**src/rtl/muldiv_pkg.sv**
```systemverilog
// rtl/muldiv_pkg.sv - shared types and constants for the muldiv_hilo unit
//
// Purpose: op encoding, FSM state encoding, iteration count and counter
// width helper shared by muldiv_hilo and muldiv_step.
// Ports: none (package).
// Configuration: MULDIV_ABORT_EN (see muldiv_hilo) does not affect this file.

package muldiv_pkg;

  // Default operand width; the top level may override it.
  localparam int MD_XLEN = 32;

  // One radix-2 step per operand bit.
  localparam int ITER_CNT = MD_XLEN;

  // Counter must be able to hold 0..ITER_CNT.
  function automatic int cnt_width(input int xlen);
    return $clog2(xlen + 1);
  endfunction

  localparam int CNT_W = cnt_width(ITER_CNT);

  typedef enum logic [2:0] {
    MD_MULT  = 3'd0,
    MD_MULTU = 3'd1,
    MD_DIV   = 3'd2,
    MD_DIVU  = 3'd3,
    MD_MTHI  = 3'd4,
    MD_MTLO  = 3'd5
  } md_op_e;

  typedef enum logic [1:0] {
    ST_IDLE  = 2'd0,
    ST_ITER  = 2'd1,
    ST_FIXUP = 2'd2
  } md_state_e;

  // MULT and DIV operate on two's-complement operands.
  function automatic logic op_is_signed(input logic [2:0] op);
    return (op == MD_MULT) || (op == MD_DIV);
  endfunction

endpackage

```
**src/rtl/muldiv_step.sv**
```systemverilog
// rtl/muldiv_step.sv - one combinational shift-add / restoring-divide step
//
// Purpose: advances the 2*XLEN accumulator by one iteration.
//   multiply: acc = {partial_hi, multiplier_remaining}; adds the
//             multiplicand to the high half when acc[0]=1, then shifts right.
//   divide:   acc = {remainder, dividend_remaining/quotient}; shifts left
//             and subtracts the divisor from the remainder when it fits.
// Ports:
//   is_div_i  1        0 = multiply step, 1 = divide step
//   acc_i     2*XLEN   accumulator before the step
//   opnd_i    XLEN     multiplicand (mult) or divisor (div) magnitude
//   acc_o     2*XLEN   accumulator after the step (div: bit 0 left at 0)
//   q_bit_o   1        quotient bit produced by a divide step (0 for mult)

module muldiv_step #(
  parameter int XLEN = 32
) (
  input  logic              is_div_i,
  input  logic [2*XLEN-1:0] acc_i,
  input  logic [XLEN-1:0]   opnd_i,
  output logic [2*XLEN-1:0] acc_o,
  output logic              q_bit_o
);

  logic [XLEN:0]   add_sum;
  logic [2*XLEN:0] shl;
  logic [XLEN:0]   trial;

  always_comb begin
    // The add keeps its carry so the right shift loses nothing.
    add_sum = {1'b0, acc_i[2*XLEN-1:XLEN]} + (acc_i[0] ? {1'b0, opnd_i} : '0);

    // Shifted remainder needs XLEN+1 bits; bit XLEN of the trial
    // difference is the borrow that says the divisor did not fit.
    shl   = {acc_i, 1'b0};
    trial = shl[2*XLEN:XLEN] - {1'b0, opnd_i};

    acc_o   = '0;
    q_bit_o = 1'b0;
    if (is_div_i) begin
      if (!trial[XLEN]) begin
        q_bit_o = 1'b1;
        acc_o   = {trial[XLEN-1:0], shl[XLEN-1:0]};
      end else begin
        acc_o   = shl[2*XLEN-1:0];
      end
    end else begin
      acc_o = {add_sum, acc_i[XLEN-1:1]};
    end
  end

endmodule

```
**src/rtl/muldiv_hilo.sv**
```systemverilog
// rtl/muldiv_hilo.sv - multi-cycle multiply/divide unit owning HI/LO
//
// Purpose: accepts MULT/MULTU/DIV/DIVU/MTHI/MTLO, iterates one bit per cycle
// and writes {HI,LO}. Start edge, 32 ITER edges, one FIXUP edge; result,
// done pulse and busy=0 all appear in the cycle after FIXUP.
// Ports:
//   clk_cpu  in   1       CPU clock
//   reset    in   1       synchronous active-high reset
//   start    in   1       op request, honoured only when busy=0
//   op       in   3       0 MULT,1 MULTU,2 DIV,3 DIVU,4 MTHI,5 MTLO (6,7 ignored)
//   src_rs   in   XLEN    dividend / multiplicand / MT source
//   src_rt   in   XLEN    divisor / multiplier
//   busy     out  1       iteration in progress
//   done     out  1       one-cycle pulse when mult/div writes HI/LO
//   hilo_q   out  2*XLEN  {HI,LO}
//   abort    in   1       only with MULDIV_ABORT_EN: drop the iteration
// Configuration: define MULDIV_ABORT_EN to add the abort port.

module muldiv_hilo
  import muldiv_pkg::*;
#(
  parameter int                XLEN     = MD_XLEN,
  parameter logic [2*XLEN-1:0] HILO_RST = '0
) (
  input  logic              clk_cpu,
  input  logic              reset,
  input  logic              start,
  input  logic [2:0]        op,
  input  logic [XLEN-1:0]   src_rs,
  input  logic [XLEN-1:0]   src_rt,
  output logic              busy,
  output logic              done,
  output logic [2*XLEN-1:0] hilo_q
`ifdef MULDIV_ABORT_EN
  ,
  input  logic              abort
`endif
);

  localparam int CW = cnt_width(XLEN);

  md_state_e         state_q, state_d;
  logic [CW-1:0]     cnt_q, cnt_d;
  logic [2*XLEN-1:0] acc_q, acc_d;
  logic [XLEN-1:0]   opnd_q, opnd_d;
  logic              is_div_q, is_div_d;
  logic              neg_q, neg_d;          // product / quotient negative
  logic              rem_neg_q, rem_neg_d;  // remainder negative
  logic              div0_q, div0_d;
  logic              done_q, done_d;
  logic [2*XLEN-1:0] hilo_d;

  logic              abort_w;
  logic              sgn;
  logic              rs_neg, rt_neg;
  logic [XLEN-1:0]   rs_mag, rt_mag;
  logic [2*XLEN-1:0] step_acc;
  logic              step_qbit;
  logic [2*XLEN-1:0] prod_s;
  logic [XLEN-1:0]   quo_s, rem_s;
  logic [2*XLEN-1:0] fix_res;

`ifdef MULDIV_ABORT_EN
  assign abort_w = abort;
`else
  assign abort_w = 1'b0;
`endif

  assign busy = (state_q != ST_IDLE);
  assign done = done_q;

  // Operand preparation: signed ops iterate on magnitudes.
  assign sgn    = op_is_signed(op);
  assign rs_neg = sgn & src_rs[XLEN-1];
  assign rt_neg = sgn & src_rt[XLEN-1];
  assign rs_mag = rs_neg ? -src_rs : src_rs;
  assign rt_mag = rt_neg ? -src_rt : src_rt;

  muldiv_step #(
    .XLEN (XLEN)
  ) u_step (
    .is_div_i (is_div_q),
    .acc_i    (acc_q),
    .opnd_i   (opnd_q),
    .acc_o    (step_acc),
    .q_bit_o  (step_qbit)
  );

  // Sign fixup. A most-negative magnitude negates to itself, which gives
  // the required 0x80000000 quotient for 0x80000000 / -1 without a special case.
  // Divide by zero iterates naturally to remainder = |rs| (so HI = rs after
  // sign fixup); only LO needs forcing to all ones.
  assign prod_s  = neg_q ? -acc_q : acc_q;
  assign quo_s   = div0_q ? '1 : (neg_q ? -acc_q[XLEN-1:0] : acc_q[XLEN-1:0]);
  assign rem_s   = rem_neg_q ? -acc_q[2*XLEN-1:XLEN] : acc_q[2*XLEN-1:XLEN];
  assign fix_res = is_div_q ? {rem_s, quo_s} : prod_s;

  always_comb begin
    state_d   = state_q;
    cnt_d     = cnt_q;
    acc_d     = acc_q;
    opnd_d    = opnd_q;
    is_div_d  = is_div_q;
    neg_d     = neg_q;
    rem_neg_d = rem_neg_q;
    div0_d    = div0_q;
    done_d    = 1'b0;
    hilo_d    = hilo_q;

    case (state_q)
      ST_IDLE: begin
        if (start) begin
          case (op)
            MD_MTHI: hilo_d[2*XLEN-1:XLEN] = src_rs;
            MD_MTLO: hilo_d[XLEN-1:0]      = src_rs;
            MD_MULT, MD_MULTU: begin
              state_d   = ST_ITER;
              cnt_d     = '0;
              is_div_d  = 1'b0;
              acc_d     = {{XLEN{1'b0}}, rt_mag};
              opnd_d    = rs_mag;
              neg_d     = rs_neg ^ rt_neg;
              rem_neg_d = 1'b0;
              div0_d    = 1'b0;
            end
            MD_DIV, MD_DIVU: begin
              state_d   = ST_ITER;
              cnt_d     = '0;
              is_div_d  = 1'b1;
              acc_d     = {{XLEN{1'b0}}, rs_mag};
              opnd_d    = rt_mag;
              neg_d     = rs_neg ^ rt_neg;
              rem_neg_d = rs_neg;
              div0_d    = (src_rt == '0);
            end
            default: ;
          endcase
        end
      end
      ST_ITER: begin
        // The step leaves bit 0 clear on divide; the quotient bit lands there.
        acc_d = is_div_q ? {step_acc[2*XLEN-1:1], step_qbit} : step_acc;
        cnt_d = cnt_q + 1'b1;
        if (cnt_q == CW'(XLEN - 1)) begin
          state_d = ST_FIXUP;
        end
      end
      ST_FIXUP: begin
        hilo_d  = fix_res;
        done_d  = 1'b1;
        state_d = ST_IDLE;
      end
      default: state_d = ST_IDLE;
    endcase

    // Flush: drop the operation without touching HI/LO.
    if (abort_w && (state_q != ST_IDLE)) begin
      state_d = ST_IDLE;
      hilo_d  = hilo_q;
      done_d  = 1'b0;
    end
  end

  always_ff @(posedge clk_cpu) begin
    if (reset) begin
      state_q   <= ST_IDLE;
      cnt_q     <= '0;
      acc_q     <= '0;
      opnd_q    <= '0;
      is_div_q  <= 1'b0;
      neg_q     <= 1'b0;
      rem_neg_q <= 1'b0;
      div0_q    <= 1'b0;
      done_q    <= 1'b0;
      hilo_q    <= HILO_RST;
    end else begin
      state_q   <= state_d;
      cnt_q     <= cnt_d;
      acc_q     <= acc_d;
      opnd_q    <= opnd_d;
      is_div_q  <= is_div_d;
      neg_q     <= neg_d;
      rem_neg_q <= rem_neg_d;
      div0_q    <= div0_d;
      done_q    <= done_d;
      hilo_q    <= hilo_d;
    end
  end

endmodule

```
**config.mk**
```make
export PLATFORM = sky130hd
export DESIGN_NAME = muldiv_hilo
export DESIGN_NICKNAME = d
export VERILOG_FILES = /design/src/rtl/muldiv_pkg.sv /design/src/rtl/muldiv_step.sv /design/src/rtl/muldiv_hilo.sv
export SDC_FILE = /design/constraint.sdc
export NUM_CORES = 1
export LEC_CHECK = 0
export CAP_MARGIN = 0
export CORE_MARGIN = 1.5
export CORE_UTILIZATION = 60
export DETAILED_ROUTE_END_ITERATION = 8
export MAX_ROUTING_LAYER = met4
export PLACE_DENSITY = 0.86
export SLEW_MARGIN = 10
export SYNTH_ARGS = -nofsm -noshare
export SYNTH_HDL_FRONTEND = slang
export SYNTH_SLANG_ARGS = --single-unit
```
**constraint.sdc**
```tcl
create_clock -name clk_cpu -period 8.95 [get_ports clk_cpu]
set_input_delay 0.895 -clock clk_cpu [delete_from_list [all_inputs] [get_ports clk_cpu]]
set_output_delay 0.895 -clock clk_cpu [all_outputs]
set_load 0.1 [all_outputs]
```
---- After elaboration in Yosys (flattened, before gate mapping) ----
Index checks and enable logic that the tools add are counted.
operators by class
  $add $sub $neg .......................... 8
  equal/unequal tests ..................... 14
  muxes and demuxes ....................... 31
  bitwise operators ....................... 3
  reductions and logical operators ........ 18
operator list
  kind                 count
  $mux 64              6
  $pmux 64 s2          3
  $mux 32              8
  $neg 32->32          4
  $neg 64->64          1
  $pmux 32 s2          1
  $add 32x33->33       1
  $sub 33x32->33       1
  $logic_not 32->1     1
  $reduce_and 3->1     7
  $mux 6               2
  $pmux 6 s2           1
  $reduce_bool 2->1    4
  $add 6x1->6 const B  1
  $eq 3x2->1 const B   2
  $eq 3x3->1 const B   2
  $eq 6x5->1 const B   1
  $mux 2               3
  $ne 2x2->1 const B   3
  $pmux 1 s2           3
  $ne 2x1->1 const B   2
  $pmux 2 s2           1
  $reduce_or 2->1      2
  $reduce_or 4->1      1
  10 further kinds     13
storage, ports and cells
  register bits ........................... 173
  output and inout port bits .............. 66
  logic and storage cells ................. 85

---- Depth between registers and ports, before layout ----
  word-level depth ........................ 7
  gate-level depth with buffers ........... 14

---- By module ----
A second synthesis with hierarchy kept.
unflattened totals
  cells, all modules ...................... 1,977
  area, all modules ....................... 15,120.8 µm²
modules (own cells, without submodules)
  module       instances  cells each  area each (µm²)  sequential area each (µm²)
  muldiv_hilo  1          1,292       10,440.0         3,463.3
  muldiv_step  1          685         4,680.7          0.0

---- Worst setup path after synthesis ----
OpenSTA, ideal clock, no wires.
  kind .................................... register to register
  start ................................... register acc_q[0]
  end ..................................... register acc_q[62]
  arrival time ............................ 3.033 ns
  path slack .............................. 5.795 ns
  cell stages (with the launch flop) ...... 14
  buffers on the path ..................... 1
  cell sequence ........................... dfxtp_1 -> inv_1 -> clkbuf_1 -> nor2_1 -> ha_1 -> a21o_1 -> or3_1 -> o221ai_1 -> nor3_1 -> o31ai_1 -> o21ai_1 -> a311oi_1 -> mux2i_1 -> a221o_1
on the way
  cells in the longest elaborated chain, start to end .. 4
RTL lines
  item                    RTL line            source
  start, declared         muldiv_hilo.sv:44   logic [2*XLEN-1:0] acc_q, acc_d;
  start signal, assigned  muldiv_hilo.sv:168  acc_q <= '0;
  start signal, assigned  muldiv_hilo.sv:179  acc_q <= acc_d;
  $mux 32                 muldiv_step.sv:31   add_sum = {1'b0, acc_i[2*XLEN-1:XLEN]} + (acc_i[0] ? {1'b0, opnd_i} : '0);
  $add 32x33->33          muldiv_step.sv:31
  $mux 64                 muldiv_step.sv:40   if (is_div_i) begin
  $pmux 64 s2             muldiv_hilo.sv:110  case (state_q)
No other way between the ends.
A chain may end at the register's enable or synchronous reset.

---- Final worst setup path ----
  start ................................... register acc_q[31]
  end ..................................... register acc_q[62]
on the way
  cells in the longest elaborated chain, start to end .. 4
RTL lines
  item            RTL line            source
  $sub 33x32->33  muldiv_step.sv:36   trial = shl[2*XLEN:XLEN] - {1'b0, opnd_i};
  $mux 64         muldiv_step.sv:41   if (!trial[XLEN]) begin
  $mux 64         muldiv_step.sv:40
  $pmux 64 s2     muldiv_hilo.sv:110
No other way between the ends.

==> metrics.md <==
| Metric | Value |
|---|---|
| Yosys warns | 0 |
| Arrival @ worst endpoint | around 4.3 ns |
| Fin Clk Skew | around 0.015 ns |
| Commonest non-fill, non-tap cell in the layout | nor2_1 |
| Vias per Instance | slightly below 7 |
| Routed len/inst | 21.73 um |
| Worst r2r src | acc_q[31] |
| Filler Cell Count | 2,050 |
| HPWL after DPL | approximately 37,000 um |
| I/O Buffers | between 100 and 150 |
| Hold path startpoint | opnd_q[6] |
| Root Driver | clkbuf_16 |
| Floorplan row count | 56 |
| Drt drc | 0 |
| Met1 usage in global routing | 0.5006 |
| R2R Setup Slk | between 4 and 5 ns |
| Setup_tns | 0 ns |
| Final worst-path cycle share | 0.4425 |
| Via Count | 15,741 |
| Run status | complete, no violations |
| Dpl ws | 4.950 ns |
| Post-synthesis simple-gate area fraction | 0.2014 |
| Num ports | between 100 and 150 |
| Fraction of registers with async set/reset | 0 |
| Area growth, synth to finish | 13.80% |
| First-pass GRT wire length | between 70,000 and 80,000 um |
| GRT met3 Usage | 0.06113 |
| Syn Area/Cell | between 7 and 8 um^2 |
| Initial DRT Pass Iterations | 5 |
| Synth Flop Type | dfxtp_1 |
| PnR worst setup slack | 4.990 ns |
| Gr busiest metal | met2 |
| Core area | 23,680 um^2 |
| Final nets | about 2,100 |
| Crit. End Element | flop |
| Largest net degree at the start of global routing | 91 |
| DIE WIDTH | 158.8 um |
| Vias in the first global route | 14,589 |
| FF+latch area | approximately 3500 um^2 |
| CP startpoint | acc_q[31] |
| XOR/XNOR Fraction of Synth Area | 0.1063 |
| Register area share after synthesis | 0.2377 |
| Hold WS | about 0.45 ns |
| Multi-input gate area | ~10,000 um^2 |
| EDFF count, synth | 0 |
| CTS resizes | 0 |
| Synthesized instance count | 1,958 |
| Worst hold path class | reg -> reg |
| Final Hold Viols | 0 |
| R2R depth | 13 |
| Mux share of post-synthesis cell area | 0.06630 |
| Slew HR | 0.2394 |
| H-tree depth | 4 |
| Hold Buf Count CTS | 0 |
| Commonest non-fill, non-tap cells in the layout | nor2_1 (228), nand2_1 (181), dfxtp_1 (172) |
| Starting Density | 0.6152 |
| Initial antenna violation count | 0 |
| Total CTS buffers | 17 |
| N_diodes | 0 |
| Largest family of logic cells by synthesized area | compound AO/OA/AOI/OAI gates |
| GPL Wtd Cong | around 1.0 |
| Mapped Area | 14,570 um^2 |
| GRT Util Overall | 0.4049 |
| Later-pin clock latency in the skew report | 0.45 ns |
| Synthesized-area fraction occupied by adder cells | 0.06201 |
| DRC marker count from the first detailed-route iteration | between 1,500 and 2,000 |
| Minimum clock period | a little under 4 ns |
| CTS Buffer Depth | 2 |
| Compound-gate portion of the synthesized area | 0.2727 |
| Overflow after GRT | 0 |
| Final setup fails | 0 |
| CP required | between 9 and 10 ns |
| Reg2reg end | acc_q[62] |
| Antenna viol nets, final | 0 |
| Clock slew at reported path FFs | around 0.080 ns |
| Final WL | just over 50,000 um |
| Post-synthesis register bit count | ~170 |
| Post-Syn Nets | between 2,000 and 2,500 |
| Chip height | ~160 um |
| GR Util met2 | 0.6356 |
| Worst-Margin Slew | about 1.1 ns |
| CTS tree | done |
| Crit path to | acc_q[62] |
| Fmax | roughly 250 MHz |
| DIE AREA | roughly 25,000 um^2 |
| PD cells | 135.8 nW/um^2 |
| CP Class | reg -> reg |
| Leak | between 6 and 7 nW |
| Max_cap viols | 0 |
| Buffer count from post-CTS setup fixing | 0 |
| # clock sinks | about 170 |
| Share of cells above drive strength 1 | 0.04726 |
| Crit Path Max Fanout | 31 |
| Type of origin of the critical path | flop |
| Unrepaired setup endpoints after global routing | no |
| Yosys cell types | 77 |
| Peak supply drop | roughly 120 uV |
| Final slew viol count | 0 |
cells by family (layout without fill, tap and decap cells):
family	after synthesis	in the layout
simple gates	631	631
compound gates	611	611
buf+inv	200	252
xor+xnor	176	176
flops	173	173
mux	96	96
fa+ha+maj	71	71
area by class of cell:
cell class | count | share of cell area
clock buffers | 19 | 0.02611
clock inverters | 13 | 0.009433
inverters | 66 | 0.01494
multi-input cells | 1585 | 0.6268
flip-flops and latches | 173 | 0.2090
well taps | 319 | 0.02407
repair buffers | 154 | 0.08965
per-stage QoR:
stage	utilization	area, um^2	power (mW)	cells
global route	0.7001	16580	2.325	2329
detailed placement	0.6752	15990	1.462	2297
floorplan	-	14570	1.281	1958
finish	0.7001	16580	2.251	2329
global placement	0.6752	15990	1.452	2297
CTS	0.7001	16580	2.231	2329
synth_stat cells (all sizes together), types with 13 or more instances:
cell type	instances	area (um^2)
nor2b	14	87.58
a21o	21	157.7
or4	14	108.9
a21oi	171	859.6
o21ai	137	700.7
nand3	24	120.1
buf	23	116.4
nor2	231	867.1
o31ai	32	240.2
mux2i	92	920.9
nand2b	23	143.9
clkbuf	111	416.7
o41ai	13	136.4
nand4	13	81.33
ha	69	863.3
xor2	111	972.2
a22oi	18	135.1
or3	17	116.4
dfxtp	173	3463
inv	66	247.7
nand2	181	679.4
nor4	24	175.2
nor3	50	255.3
a221oi	32	280.3
o211ai	57	427.9
xnor2	65	576.8
a211oi	36	275.3
where the power goes:
part | internal (mW) | total [mW] | switching, mW
Sequential | 0.802 | 0.850 | 0.0486
Clock | 0.419 | 0.787 | 0.368
Combinational | 0.223 | 0.613 | 0.390
Total | 1.44 | 2.25 | 0.807
critical path, cell delays in order (launching register included):
cell      delay [ns]
dfxtp_1         0.33
inv_1           0.23
ha_1            0.26
fa_1            0.22
nand2b_1        0.14
a21oi_1         0.09
o21ai_0         0.40
nand2_1         0.23
a211oi_2        0.37
a31o_2          0.29
xnor2_4         0.12
buf_4           0.45
mux2_2          0.40
a221o_1         0.31
state kept, by name, summed over array words and instances, names as in the netlist:
| name | flops |
|---|---|
| acc_q | 64 |
| hilo_q | 64 |
| opnd_q | 32 |
| cnt_q | 6 |
| state_q | 2 |
| div0_q | 1 |
| done | 1 |
| is_div_q | 1 |
| neg_q | 1 |
| rem_neg_q | 1 |
worst min-delay path by stage:
| stage | end | slack (ns) | depth (start not counted) |
|---|---|---|---|
| floorplan | opnd_q[21] | 0.43 | 2 |
| global placement | opnd_q[17] | 0.44 | 2 |
| detailed placement | opnd_q[14] | 0.45 | 2 |
| CTS | opnd_q[17] | 0.46 | 2 |
| global route | opnd_q[22] | 0.48 | 2 |
| finish | opnd_q[6] | 0.45 | 2 |
per-layer routing:
layer / up-vias / wire length, um
met4: 0 / 2669
met1: 7420 / 20150
li1: 7211 / -
met2: 933 / 23030
met3: 177 / 4763
met5: - / 0
(Power assumes the default switching activity.)
